File: src/rtl/uart_tx_drain.sv
// rtl/uart_tx_drain.sv - UART transmit serializer draining a registered-output byte FIFO
// Frames each popped word as start, data (LSB first), optional parity and stop bits.
module uart_tx_drain #(
   parameter int DATA_WIDTH   = 8,
   parameter int CLKS_PER_BIT = 16,
   parameter int STOP_BITS    = 1,
   parameter int PARITY       = 0
) (
   input  logic                  clock,
   input  logic                  resetn,
   input  logic                  fifo_empty,
   input  logic [DATA_WIDTH-1:0] fifo_data,
   output logic                  fifo_pop,
   output logic                  tx,
   output logic                  busy
);

   localparam int BW = (CLKS_PER_BIT > 1) ? $clog2(CLKS_PER_BIT) : 1;
   localparam int CW = $clog2(DATA_WIDTH);

   typedef enum logic [2:0] {
      S_IDLE, S_FETCH, S_START, S_DATA, S_PARITY, S_STOP
   } state_t;

   state_t                state, state_d;
   logic [BW-1:0]         baud_cnt, baud_d;
   logic [CW-1:0]         bit_cnt, bit_d;
   logic [DATA_WIDTH-1:0] shreg, shreg_d;
   logic                  par_bit, par_d;
   logic                  pop_raw;
   logic                  tx_d;
   logic                  baud_last;

   always_comb begin
      state_d   = state;
      baud_d    = baud_cnt;
      bit_d     = bit_cnt;
      shreg_d   = shreg;
      par_d     = par_bit;
      pop_raw   = 1'b0;
      baud_last = (baud_cnt == BW'(CLKS_PER_BIT - 1));

      if (state != S_IDLE && state != S_FETCH)
         baud_d = baud_last ? '0 : baud_cnt + BW'(1);

      case (state)
         S_IDLE: begin
            baud_d = '0;
            bit_d  = '0;
            if (!fifo_empty) begin
               pop_raw = 1'b1;
               state_d = S_FETCH;
            end
         end
         S_FETCH: begin
            // fifo_data is the registered read data for the pop of the previous cycle
            shreg_d = fifo_data;
            par_d   = (^fifo_data) ^ (PARITY == 2);
            baud_d  = '0;
            bit_d   = '0;
            state_d = S_START;
         end
         S_START: begin
            if (baud_last) begin
               bit_d   = '0;
               state_d = S_DATA;
            end
         end
         S_DATA: begin
            if (baud_last) begin
               if (bit_cnt == CW'(DATA_WIDTH - 1)) begin
                  bit_d   = '0;
                  state_d = (PARITY != 0) ? S_PARITY : S_STOP;
               end else begin
                  bit_d   = bit_cnt + CW'(1);
                  shreg_d = shreg >> 1;
               end
            end
         end
         S_PARITY: begin
            if (baud_last) begin
               bit_d   = '0;
               state_d = S_STOP;
            end
         end
         S_STOP: begin
            if (baud_last) begin
               if (bit_cnt == CW'(STOP_BITS - 1)) begin
                  // last stop cycle: chain straight into the next frame if data waits
                  if (!fifo_empty) begin
                     pop_raw = 1'b1;
                     state_d = S_FETCH;
                  end else begin
                     state_d = S_IDLE;
                  end
               end else begin
                  bit_d = bit_cnt + CW'(1);
               end
            end
         end
         default: state_d = S_IDLE;
      endcase

      case (state_d)
         S_START:  tx_d = 1'b0;
         S_DATA:   tx_d = shreg_d[0];
         S_PARITY: tx_d = par_d;
         default:  tx_d = 1'b1;
      endcase
   end

   assign fifo_pop = resetn & pop_raw;

   always_ff @(posedge clock) begin
      if (!resetn) begin
         state    <= S_IDLE;
         baud_cnt <= '0;
         bit_cnt  <= '0;
         shreg    <= '0;
         par_bit  <= 1'b0;
         tx       <= 1'b1;
         busy     <= 1'b0;
      end else begin
         state    <= state_d;
         baud_cnt <= baud_d;
         bit_cnt  <= bit_d;
         shreg    <= shreg_d;
         par_bit  <= par_d;
         tx       <= tx_d;
         busy     <= (state_d != S_IDLE);
      end
   end

endmodule

File: config.mk
export PLATFORM = sky130hd
export DESIGN_NAME = uart_tx_drain
export DESIGN_NICKNAME = d
export VERILOG_FILES = /design/src/rtl/uart_tx_drain.sv
export SDC_FILE = /design/constraint.sdc
export NUM_CORES = 1
export LEC_CHECK = 0
export CELL_PAD_IN_SITES_DETAIL_PLACEMENT = 0
export CELL_PAD_IN_SITES_GLOBAL_PLACEMENT = 1
export CORE_ASPECT_RATIO = 1.2
export CORE_MARGIN = 10
export CORE_UTILIZATION = 42
export DETAILED_ROUTE_END_ITERATION = 16
export HOLD_SLACK_MARGIN = 0.06
export PLACE_DENSITY_LB_ADDON = 0.1
export SLEW_MARGIN = 5
export SYNTH_ARGS = -nofsm -noshare
export SYNTH_HDL_FRONTEND = slang
export SYNTH_SLANG_ARGS = --single-unit
File: constraint.sdc
create_clock -name clock -period 4.25 [get_ports clock]
set_input_delay 0.425 -clock clock [delete_from_list [all_inputs] [get_ports clock]]
set_output_delay 0.425 -clock clock [all_outputs]
set_load 0.05 [all_outputs]
=== Yosys cells after proc, flatten, opt, wreduce, memory -nomap -nowiden ===
Cells that the tools add are included.

* $add $sub $neg: 2
* Equal/unequal tests: 16
* Mux-type cells: 25
* Bitwise operators: 2
* Reduce and logical (&&, ||, !) cells: 13

{| class="wikitable"
|+ Operators with widths
! kind !! count
|-
| 3-bit two-way mux || 12
|-
| 3-bit one-hot mux with 6 select lines || 1
|-
| 8-bit two-way mux || 2
|-
| 8-bit one-hot mux with 2 select lines || 1
|-
| 3-bit by 2-bit equality test with 1-bit output, second input constant || 4
|-
| 3-bit equality test, second input constant || 4
|-
| 3-bit one-hot mux with 4 select lines || 1
|-
| 2-bit != test, second input constant || 4
|-
| 8-bit parity || 1
|-
| 3-bit zero test || 2
|-
| 3-bit nonzero test || 2
|-
| 1-bit two-way mux || 5
|-
| 5-bit AND reduction || 1
|-
| 4-bit by 1-bit adder with 4-bit output, second input constant || 1
|-
| 4-bit equality test, second input constant || 1
|-
| 4-bit two-way mux || 1
|-
| 4-bit nonzero test || 1
|-
| 2-bit OR reduction || 2
|-
| 3-bit by 1-bit adder with 3-bit output, second input constant || 1
|-
| 3-bit by 1-bit equality test with 1-bit output, second input constant || 1
|-
| 3-bit by 1-bit != test with 1-bit output, second input constant || 1
|-
| 1-bit one-hot mux with 3 select lines || 1
|-
| 3-bit AND reduction || 1
|-
| 3-bit OR reduction || 1
|-
| other kinds (6) || 6
|}

* Flip-flop bits (word level): 21
* Bits of input ports: 11
* Output and inout port bits: 3
* Logic and storage cells: 66

=== Depth between registers and ports, before layout ===
Gate-level depths: netlist (run 1).

* Depth in word-level cells: 6
* Mapped depth: 6
* Gate-level depth less buffers: 6

=== Worst setup path before layout (run 1) ===
Ideal clock, no wire load.

* Kind: reg2out
* Start: register baud_cnt[0]
* End: output fifo_pop
* Arrival time: 2554 ps
* Path slack: 1271 ps
* Stages on the path, launching flop included: 7
* Path through: dfxtp_1 > ha_1 > and3_2 > buf_2 > and2_1 > a21oi_1 > nor4_1

* Word-level cells in the longest chain between the ends: 4

{| class="wikitable"
|+ RTL lines
! what !! RTL line !! source
|-
| start, declared || 26 || <nowiki>logic [BW-1:0] baud_cnt, baud_d;</nowiki>
|-
| start signal, assigned || 125 || <nowiki>baud_cnt <= baud_d;</nowiki>
|-
| 4-bit equality test || 41 || <nowiki>baud_last = (baud_cnt == BW'(CLKS_PER_BIT - 1));</nowiki>
|-
| 1-bit two-way mux || 87 || <nowiki>if (baud_last) begin</nowiki>
|-
| 1-bit one-hot mux with 2 select lines || 46 || <nowiki>case (state)</nowiki>
|-
| 1-bit bitwise AND || 112 || <nowiki>assign fifo_pop = resetn & pop_raw;</nowiki>
|-
| end, declared || 13 || <nowiki>output logic fifo_pop,</nowiki>
|}

No other way between the ends.

=== Worst setup path after layout (run 1) ===
Same ends and word-level chain as after synthesis.

==> results of run 1 <==
==> state kept, by name, summed over array words and instances (netlist names) <==
| name | flops |
|---|---|
| shreg | 8 |
| state | 3 |
| bit_cnt | 3 |
| par_bit | 1 |
| baud_cnt | 4 |
| busy | 1 |
| tx | 1 |
==> layer usage <==
layer  GRT usage (%)  vias up  share of wire (%)
met5               0        -                  0
met4            3.63        0               0.73
met3            2.30        2                2.9
met2            15.9       13                 50
met1            12.5      447                 46
li1                -      489                  -
==> worst register-to-register path, cell delays in order (launching register included) <==
cell and delay, ns:
dfxtp_1 0.39, ha_1 0.16, ha_1 0.29, and4bb_2 0.28, a21oi_1 0.45, nand2_1 0.10
a21oi_1 0.15
==> Yosys cell counts (all sizes together), types with 3 or more instances <==
master and number:
xor2 3, and3 4, a22oi 7, buf 7
dfxtp 21, a211oi 3, xnor2 7, ha 4
and2 3, nor2 7, inv 5, nand2 10
nand3 5, a21oi 13
==> worst paths after layout <==
path                    to  depth (start not counted)   startpoint
setup / recovery  fifo_pop                          6  baud_cnt[0]
hold / removal    shreg[6]                          2     shreg[6]
setup reg to reg  shreg[2]                          6   bit_cnt[0]
hold reg to reg   shreg[6]                          2     shreg[6]
==> cell type report <==
class | count | area (um^2) | share of cell area [%]
repair buffers | 14 | 138 | 10.4
clock buffers | 4 | 26.3 | 1.99
well taps | 33 | 41.3 | 3.12
flip-flops and latches | 21 | 420 | 31.8
multi-input cells | 96 | 678 | 51.3
inverters | 5 | 18.8 | 1.42
==> stage by stage <==
stage          hold slack [ns]  instances  instance area (um^2)
6_report                 0.463        173                  1320
5_1_grt                  0.481        173                  1320
4_1_cts                  0.464        173                  1320
3_5_place_dp             0.447        169                  1300
3_3_place_gp             0.431        169                  1300
2_1_floorplan            0.418        131                  1160
==> kinds of logic after synthesis <==
| kind of cell | count (synthesis) | share of synthesized area [%] |
|---|---|---|
| fa+ha+maj | 4 | 4.32 |
| simple gates | 45 | 24.0 |
| xor+xnor | 10 | 7.55 |
| compound gates | 37 | 22.7 |
| flops | 21 | 36.2 |
| buf+inv | 14 | 5.29 |
==> where the power goes <==
part | leakage, uW | switching [uW] | internal, uW | total, uW
clock network | 0.0000150 | 59.5 | 36.6 | 96.1
logic | 0.000289 | 47.9 | 44.0 | 91.9
registers | 0.000171 | 11.5 | 208 | 220
total | 0.000475 | 119 | 289 | 408
==> summary.md, run 1 <==
| Metric | Value |
|---|---|
| Outcome | `finished clean` |
| Power Density | `308 nW/um^2` |
| PortBufs | `13` |
| Worst path max stage delay | `roughly 0.86 ns` |
| CP Data Required Time | `3.83 ns` |
| Slew Limit Fails | `0` |
| Final weighted congestion in routability-driven placement | `0.717` |
| Synth top area share | `36.2%` |
| Syn Inst Count | `131` |
| DP HPWL | `1910 um` |
| RSZ-0062 raised after global routing | `false` |
| Maximum fanout along the worst path | `7` |
| Area Overhead vs Synth | `14.0%` |
| CORE AREA | `roughly 2600 um^2` |
| Post-placement setup slack | `about 1.3 ns` |
| Grt ovf | `0` |
| Post-synthesis cell type with the largest combined area | `dfxtp_1` |
| Number of synthesized register bits | `21` |
| Type of destination of the critical path | `primary output` |
| Final Critical Period | `about 3 ns` |
| Starting density of the core | `approximately 45%` |
| Rows | `20` |
| Routed Antenna Nets | `0` |
| # diodes | `0` |
| Worst EP arrival | `2.58 ns` |
| Filler cell count | `278` |
| WL/cell | `14.2 um` |
| H-tree Lvls | `1` |
| Post-Route Skew | `~0.0016 ns` |
| Kind of critical path | `reg2out` |
| Cell chain of the critical path | `ha_1 > and3_2 > and2_1 > a21oi_1 > nor4_1 > clkdlybuf4s50_1` |
| Number of buffers and inverters on the critical path | `1` |
| I/O pins | `14` |
| Commonest non-fill, non-tap cells in the layout | `dfxtp_1, clkdlybuf4s50_1, a21oi_1, nand2_1` |
| Final Core Density | `between 50 and 60%` |
| Leakage Power | `0.000475 uW` |
| CTS Hold Bufs | `0` |
| First-pass GRT wire length | `4230 um` |
| Endpoints failing setup | `0` |
| R2r setup slk | `2.37 ns` |
| Final routed DRC violation total | `0` |
| Die W | `68.0 um` |
| Distinct cells, synth | `42` |
| Setup TNS | `0 ns` |
| Final count of hold timing violations | `0` |
| Top FF cell, synth | `dfxtp_1` |
| Worst-path clk slew | `about 0.11 ns` |
| Top delay family on crit path | `buffers and inverters` |
| Commonest non-fill, non-tap cell in the layout | `dfxtp_1` |
| Slowest CP cell | `clkdlybuf4s50_1` |
| Final Net Count | `156` |
| Die height | `slightly below 80 um` |
| Setup repair bufs after CTS | `0` |
| Seq/Total Area, Yosys | `36.2%` |
| Synth Warn # | `0` |
| Cts bufs inserted | `3` |
| Max VDD drop | `0.229 mV` |
| Worst setup margin | `1.25 ns` |
| Clock Latency Late Sink | `0.30 ns` |
| Number of synthesized flops with an enable pin | `0` |
| Tightest Pin Transition | `roughly 0.57 ns` |
| Top cells by area, synth | `dfxtp_1, xnor2_1, a21oi_1` |
| Die area | `5270 um^2` |
| Clock buffer depth | `2` |
| Clock sink total | `21` |
| Fin crit share | `between 70 and 80%` |
| Ys async rst share | `0%` |
| Peak Freq | `0.333 GHz` |
| Post-Route WL | `between 2000 and 2500 um` |
| Total GRT Usage | `under 10%` |
| Total chip power | `408 uW` |
| Cell area after synthesis | `around 1200 um^2` |
| Share of layout cells above drive strength 1 | `about 11%` |
| Number of max-cap violations | `0` |
| TritonCTS clock tree | `done` |
| Crit path launch type | `register` |
| Initial antenna violation count | `0` |
| Vias/cell | `5.50` |
| DR pass1 iterations | `4` |
| Avg Cell Area, Syn | `8.85 um^2` |
| Initial DRC count | `36` |
| Clk root buf | `clkbuf_4` |
| Syn Nets | `around 150` |
| Largest net degree at the start of global routing | `19` |
| Worst hold path class | `reg2reg` |
| CTS resizes | `0` |
| Worst slew margin | `between 60% and 70%` |
| Vias | `951` |
| Vias in the first global route | `910` |
Power figures use the tool's default switching activity.
==> run 2: changes to the inputs <==
CORE_UTILIZATION = 41   (was 42)
clock period = 2.9 ns   (was 4.25 ns; I/O delays follow)
==> run 2 against run 1 <==
Net effect:
- register-to-register slack worse by 1.4 ns
- final cell count rose by 0.58%
- design area is the same
- hold slack lost 0.00084 ns
- sequential share of layout area did not move
- sequential power is 46% higher
- combinational power increased by 47%
- critical path type unchanged
- via count is 0.74% lower
==> summary.md, run 2 (synthesis gave the netlist of run 1 again) <==
| Metric | Value |
|---|---|
| Vias/cell | `5.43` |
| RSZ-0062 raised after global routing | `false` |
| Placed Instance Area | `1290 um^2` |
| # diodes | `0` |
| Starting density of the core | `42.0%` |
| Final Core Density | `between 40% and 50%` |
| TritonCTS clock tree | `done` |
| Number of max-cap violations | `0` |
| Final Net Count | `156` |
| Vias | `944` |
| CORE AREA | `2760 um^2` |
| CTS resizes | `0` |
| Setup repair bufs after CTS | `0` |
| Die height | `78.3 um` |
| DRT met1 WL | `between 1000 and 1500 um` |
| WL/cell | `roughly 14 um` |
| Slew Limit Fails | `0` |
| Setup TNS | `0 ns` |
| Clk root buf | `clkbuf_4` |
| H-tree Lvls | `1` |
| Fin area | `1320 um^2` |
| Post-Route WL | `2470 um` |
| Final Critical Period | `2.25 ns` |
| Clock buffer depth | `2` |
| Power Density | `about 450 nW/um^2` |
| Initial DRC count | `24` |
| Worst hold path class | `reg2reg` |
| Metal3 WL | `63 um` |
| Worst EP arrival | `1.96 ns` |
| First-pass GRT wire length | `4410 um` |
| Largest net degree at the start of global routing | `19` |
| Post-Route Skew | `0.00816 ns` |
| Final routed DRC violation total | `0` |
| Endpoints failing setup | `0` |
| Cell chain of the critical path | `ha_1 > and3_2 > and2_1 > a21oi_1 > nor4_1 > buf_4` |
| Maximum fanout along the worst path | `7` |
| DR top layer | `met4` |
| Initial antenna violation count | `0` |
| DR pass1 iterations | `4` |
| Die area | `around 5400 um^2` |
| Type of destination of the critical path | `primary output` |
| PortBufs | `13` |
| DP HPWL | `roughly 1900 um` |
| Area Overhead vs Synth | `14.0%` |
| Leakage Power | `0.000480 uW` |
| CP Data Required Time | `2.61 ns` |
| Vias in the first global route | `981` |
| Commonest non-fill, non-tap cells in the layout | `dfxtp_1, a21oi_1, clkdlybuf4s50_1, nand2_1` |
| Clock sink total | `21` |
| Share of layout cells above drive strength 1 | `12.1%` |
| Worst-path clk slew | `0.12 ns` |
| Total GRT Usage | `about a tenth` |
| Rows | `21` |
| Tightest Pin Transition | `approximately 0.6 ns` |
| Kind of critical path | `reg2out` |
| Worst slew margin | `60.5%` |
| Filler cell count | `283` |
| Grt ovf | `0` |
| Routed Antenna Nets | `0` |
| Slowest CP cell | `dfxtp_1` |
| Largest Register | `shreg` |
| Met2 wire len | `between 1000 and 1500 um` |
| CTS Hold Bufs | `0` |
| Outcome | `finished clean` |
| I/O pins | `14` |
| Worst path max stage delay | `0.38 ns` |
| Fin crit share | `77.5%` |
| Crit path launch type | `register` |
| Die W | `68.6 um` |
| Cts bufs inserted | `3` |
| Clock Latency Late Sink | `0.31 ns` |
| Commonest non-fill, non-tap cell in the layout | `dfxtp_1` |
| Max VDD drop | `around 0.26 mV` |
| Final weighted congestion in routability-driven placement | `0.777` |
| Peak Freq | `approximately 0.44 GHz` |
| Final count of hold timing violations | `0` |
| Max FFs per register | `8` |
| Largest registers | `shreg (8), baud_cnt (4)` |
## run 2: layout make-up
cell class | count | area, um^2 | share of cell area (%)
clock buffer | 3 | 22.5 | 1.70
clock inverter | 1 | 5.00 | 0.378
inverter | 5 | 18.8 | 1.42
multi-input combinational | 96 | 678 | 51.3
sequential | 21 | 420 | 31.8
tap | 34 | 42.5 | 3.22
timing repair buffer | 14 | 135 | 10.2
## run 2: metrics by stage
stage	setup WS (ns)	power [uW]	hold slack, ns	instances
floorplan	0.0556	422	0.418	131
global placement	0.891	463	0.432	170
detailed placement	0.856	465	0.451	170
CTS	0.609	614	0.468	174
global route	0.477	641	0.480	174
finish	0.652	601	0.463	174
## run 2: power breakdown
group / switching (uW) / total, uW / internal [uW] / leakage [uW]
Combinational: 70.9 / 135 / 64.1 / 0.000291
Sequential: 17.2 / 322 / 305 / 0.000171
Clock: 91.8 / 143 / 51.4 / 0.0000177
Total: 180 / 601 / 421 / 0.000480
## run 2: critical path: cells and delay by family, from the launching register on
kind / cells / cell delay [ns]
AO/OA/AOI/OAI: 1 / 0.08
adder cells (fa/ha/maj): 1 / 0.26
buffers and inverters: 1 / 0.25
flip-flops: 1 / 0.38
AND/OR/NAND/NOR: 3 / 0.67
## run 2: worst paths after layout
kind	start	depth (start not counted)	slack, ns	to
max	baud_cnt[0]	6	0.65	fifo_pop
min	shreg[6]	2	0.46	shreg[6]
max reg2reg	bit_cnt[0]	6	0.99	shreg[3]
min reg2reg	shreg[6]	2	0.46	shreg[6]
## run 2: per-layer routing
layer	GRT usage, %	vias up
li1	-	492
met1	11.8	438
met2	17.3	10
met3	2.56	4
met4	4.84	0
met5	0	-
==> run 3: changes to the inputs <==
CORE_UTILIZATION = 37   (was 41)
clock period = 2 ns   (was 2.9 ns; I/O delays follow)
==> run 3 against run 2 <==
Net effect:
- first-iteration DRC count increased by 13%
- sequential share of layout area shrank 2.2 points
- setup slack worse by 0.54 ns
- hold slack hardly changed
- final cell count rose by 5.2%
- design area is 8.9% higher
- clock skew shrank 0.0064 ns
- critical endpoint unchanged
==> summary.md, run 3 (synthesis gave the netlist of run 1 again) <==
| Metric | Value |
|---|---|
| TritonCTS clock tree | `done` |
| Crit path to | `fifo_pop` |
| Comb power frac | `25.7%` |
| Final Net Count | `163` |
| Rows | `22` |
| Initial antenna violation count | `0` |
| I/O pins | `14` |
| M3 GR Usage | `2.32%` |
| Worst slew margin | `66.3%` |
| Slew Limit Fails | `0` |
| H-tree Lvls | `1` |
| Area of the multi-input gates | `724 um^2` |
| Reg2reg path depth | `6` |
| First-pass GRT wire length | `approximately 4500 um` |
| Grt met2 use | `around 17%` |
| Post-Route WL | `2710 um` |
| Final weighted congestion in routability-driven placement | `between 0.7 and 0.8` |
| Worst reg2reg path startpoint | `bit_cnt[0]` |
| R2r setup slk | `0.23 ns` |
| Fin cells | `183` |
| Maximum fanout along the worst path | `7` |
| Total GRT Usage | `9.51%` |
| Clock power share | `22.9%` |
| Internal Power | `632 uW` |
| Commonest non-fill, non-tap cells in the layout | `dfxtp_1, clkdlybuf4s50_1, a21oi_1, nand2_1, buf_4` |
| Worst hold path class | `reg2reg` |
| Vias/cell | `roughly 5.4` |
| Clk root buf | `clkbuf_4` |
| Placed cells | `around 180` |
| Worst-path clk slew | `0.12 ns` |
| Flop pwr share | `51.4%` |
| Vias | `981` |
| Met1 GRT Util | `10.3%` |
| Switch share | `29.6%` |
| Clock Latency Late Sink | `0.30 ns` |
| Die area | `5780 um^2` |
| Largest Register | `shreg` |
| P_sw | `about 270 uW` |
| Die height | `between 80 and 90 um` |
| Vias in the first global route | `961` |
| Area Overhead vs Synth | `24.2%` |
| Final routed DRC violation total | `0` |
| RSZ-0062 raised after global routing | `false` |
| Cts bufs inserted | `3` |
| Worst EP arrival | `1.69 ns` |
| Share of layout cells above drive strength 1 | `21.8%` |
| Crit path launch type | `register` |
| Type of destination of the critical path | `primary output` |
| Grt ovf | `0` |
| Die W | `71.1 um` |
| FF+latch area | `~430 um^2` |
| Endpoints failing setup | `0` |
| Leakage Power | `roughly 0.00052 uW` |
| Post-Route Skew | `0.00175 ns` |
| DR pass1 iterations | `4` |
| Setup TNS | `0 ns` |
| # diodes | `0` |
| Number of max-cap violations | `0` |
| Setup crit start | `baud_cnt[0]` |
| Filler cell count | `307` |
| DP HPWL | `slightly above 2000 um` |
| Peak Freq | `0.529 GHz` |
| CORE AREA | `3030 um^2` |
| Tightest Pin Transition | `0.504 ns` |
| Starting density of the core | `38.3%` |
| Clock buffer depth | `2` |
| CTS Hold Bufs | `0` |
| Fin crit share | `a little over nine tenths` |
| Routed Antenna Nets | `0` |
| Max FFs per register | `8` |
| Final Critical Period | `1.89 ns` |
| Clock sink total | `21` |
| CP Data Required Time | `1.80 ns` |
| Largest registers | `shreg (8), baud_cnt (4)` |
| WL/cell | `~15 um` |
| GR peak layer | `met2` |
| Max VDD drop | `0.330 mV` |
| FF-to-FF End | `tx` |
| Outcome | `finished clean` |
| Initial DRC count | `27` |
| Largest net degree at the start of global routing | `13` |
| PortBufs | `13` |
| Power Density | `623 nW/um^2` |
| Commonest non-fill, non-tap cell in the layout | `dfxtp_1` |
| Final count of hold timing violations | `0` |
| Kind of critical path | `reg2out` |
[run 3: area by class of cell]
class | count | area share [%]
flip-flops and latches | 21 | 29.5
well taps | 36 | 3.13
clock buffers | 4 | 1.82
inverters | 5 | 1.30
repair buffers | 21 | 13.9
multi-input cells | 96 | 50.3
[run 3: stage by stage]
| step | worst slack [ns] | power (uW) | cell area, um^2 | util, % | hold slack, ns |
|---|---|---|---|---|---|
| 6_report | 0.111 | 897 | 1440 | 47.6 | 0.462 |
| 5_1_grt | 0.00373 | 947 | 1440 | 47.6 | 0.483 |
| 4_1_cts | 0.0112 | 909 | 1430 | 47.1 | 0.467 |
| 3_5_place_dp | 0.247 | 698 | 1380 | 45.5 | 0.450 |
| 3_3_place_gp | 0.266 | 697 | 1380 | 45.5 | 0.428 |
| 2_1_floorplan | 0.128 | 617 | 1170 | - | 0.336 |
[run 3: worst min path at each step]
stage	slack (ns)	to	startpoint	cells past startpoint
floorplan	0.34	shreg[7]	fifo_data[7]	2
global placement	0.43	baud_cnt[0]	baud_cnt[0]	1
detailed placement	0.45	shreg[3]	shreg[3]	2
CTS	0.47	shreg[3]	shreg[3]	2
global route	0.48	shreg[3]	shreg[3]	2
finish	0.46	baud_cnt[0]	baud_cnt[0]	1
[run 3: critical path, cell delays in order (launching register included)]
cell     delay [ns]
dfxtp_2        0.38
ha_4           0.17
and3_4         0.23
and2_4         0.17
a21oi_4        0.06
nor4_4         0.19
buf_12         0.18
[run 3: timing repair]
item / in CTS / in global routing
setup buffers: 0 / 0
setup endpoints to repair: 1 / 1
resized for setup: 5 / 6
pin swaps: 1 / 0
[run 3: power groups by stage]
stage / logic [uW] / clock network [uW] / registers [uW]
final: 231 / 205 / 461
after global routing: 252 / 231 / 465
after CTS: 231 / 217 / 461
after detailed placement: 228 / 0 / 469
after global placement: 228 / 0 / 469
after floorplan: 139 / 0 / 477
[run 3: metal layers]
| layer | vias up | share of wire (%) | routed length [um] |
|---|---|---|---|
| li1 | 503 | - | - |
| met1 | 462 | 45 | 1220 |
| met2 | 14 | 51 | 1370 |
| met3 | 2 | 3.7 | 100 |
| met4 | 0 | 0.63 | 17 |
| met5 | - | 0 | 0 |
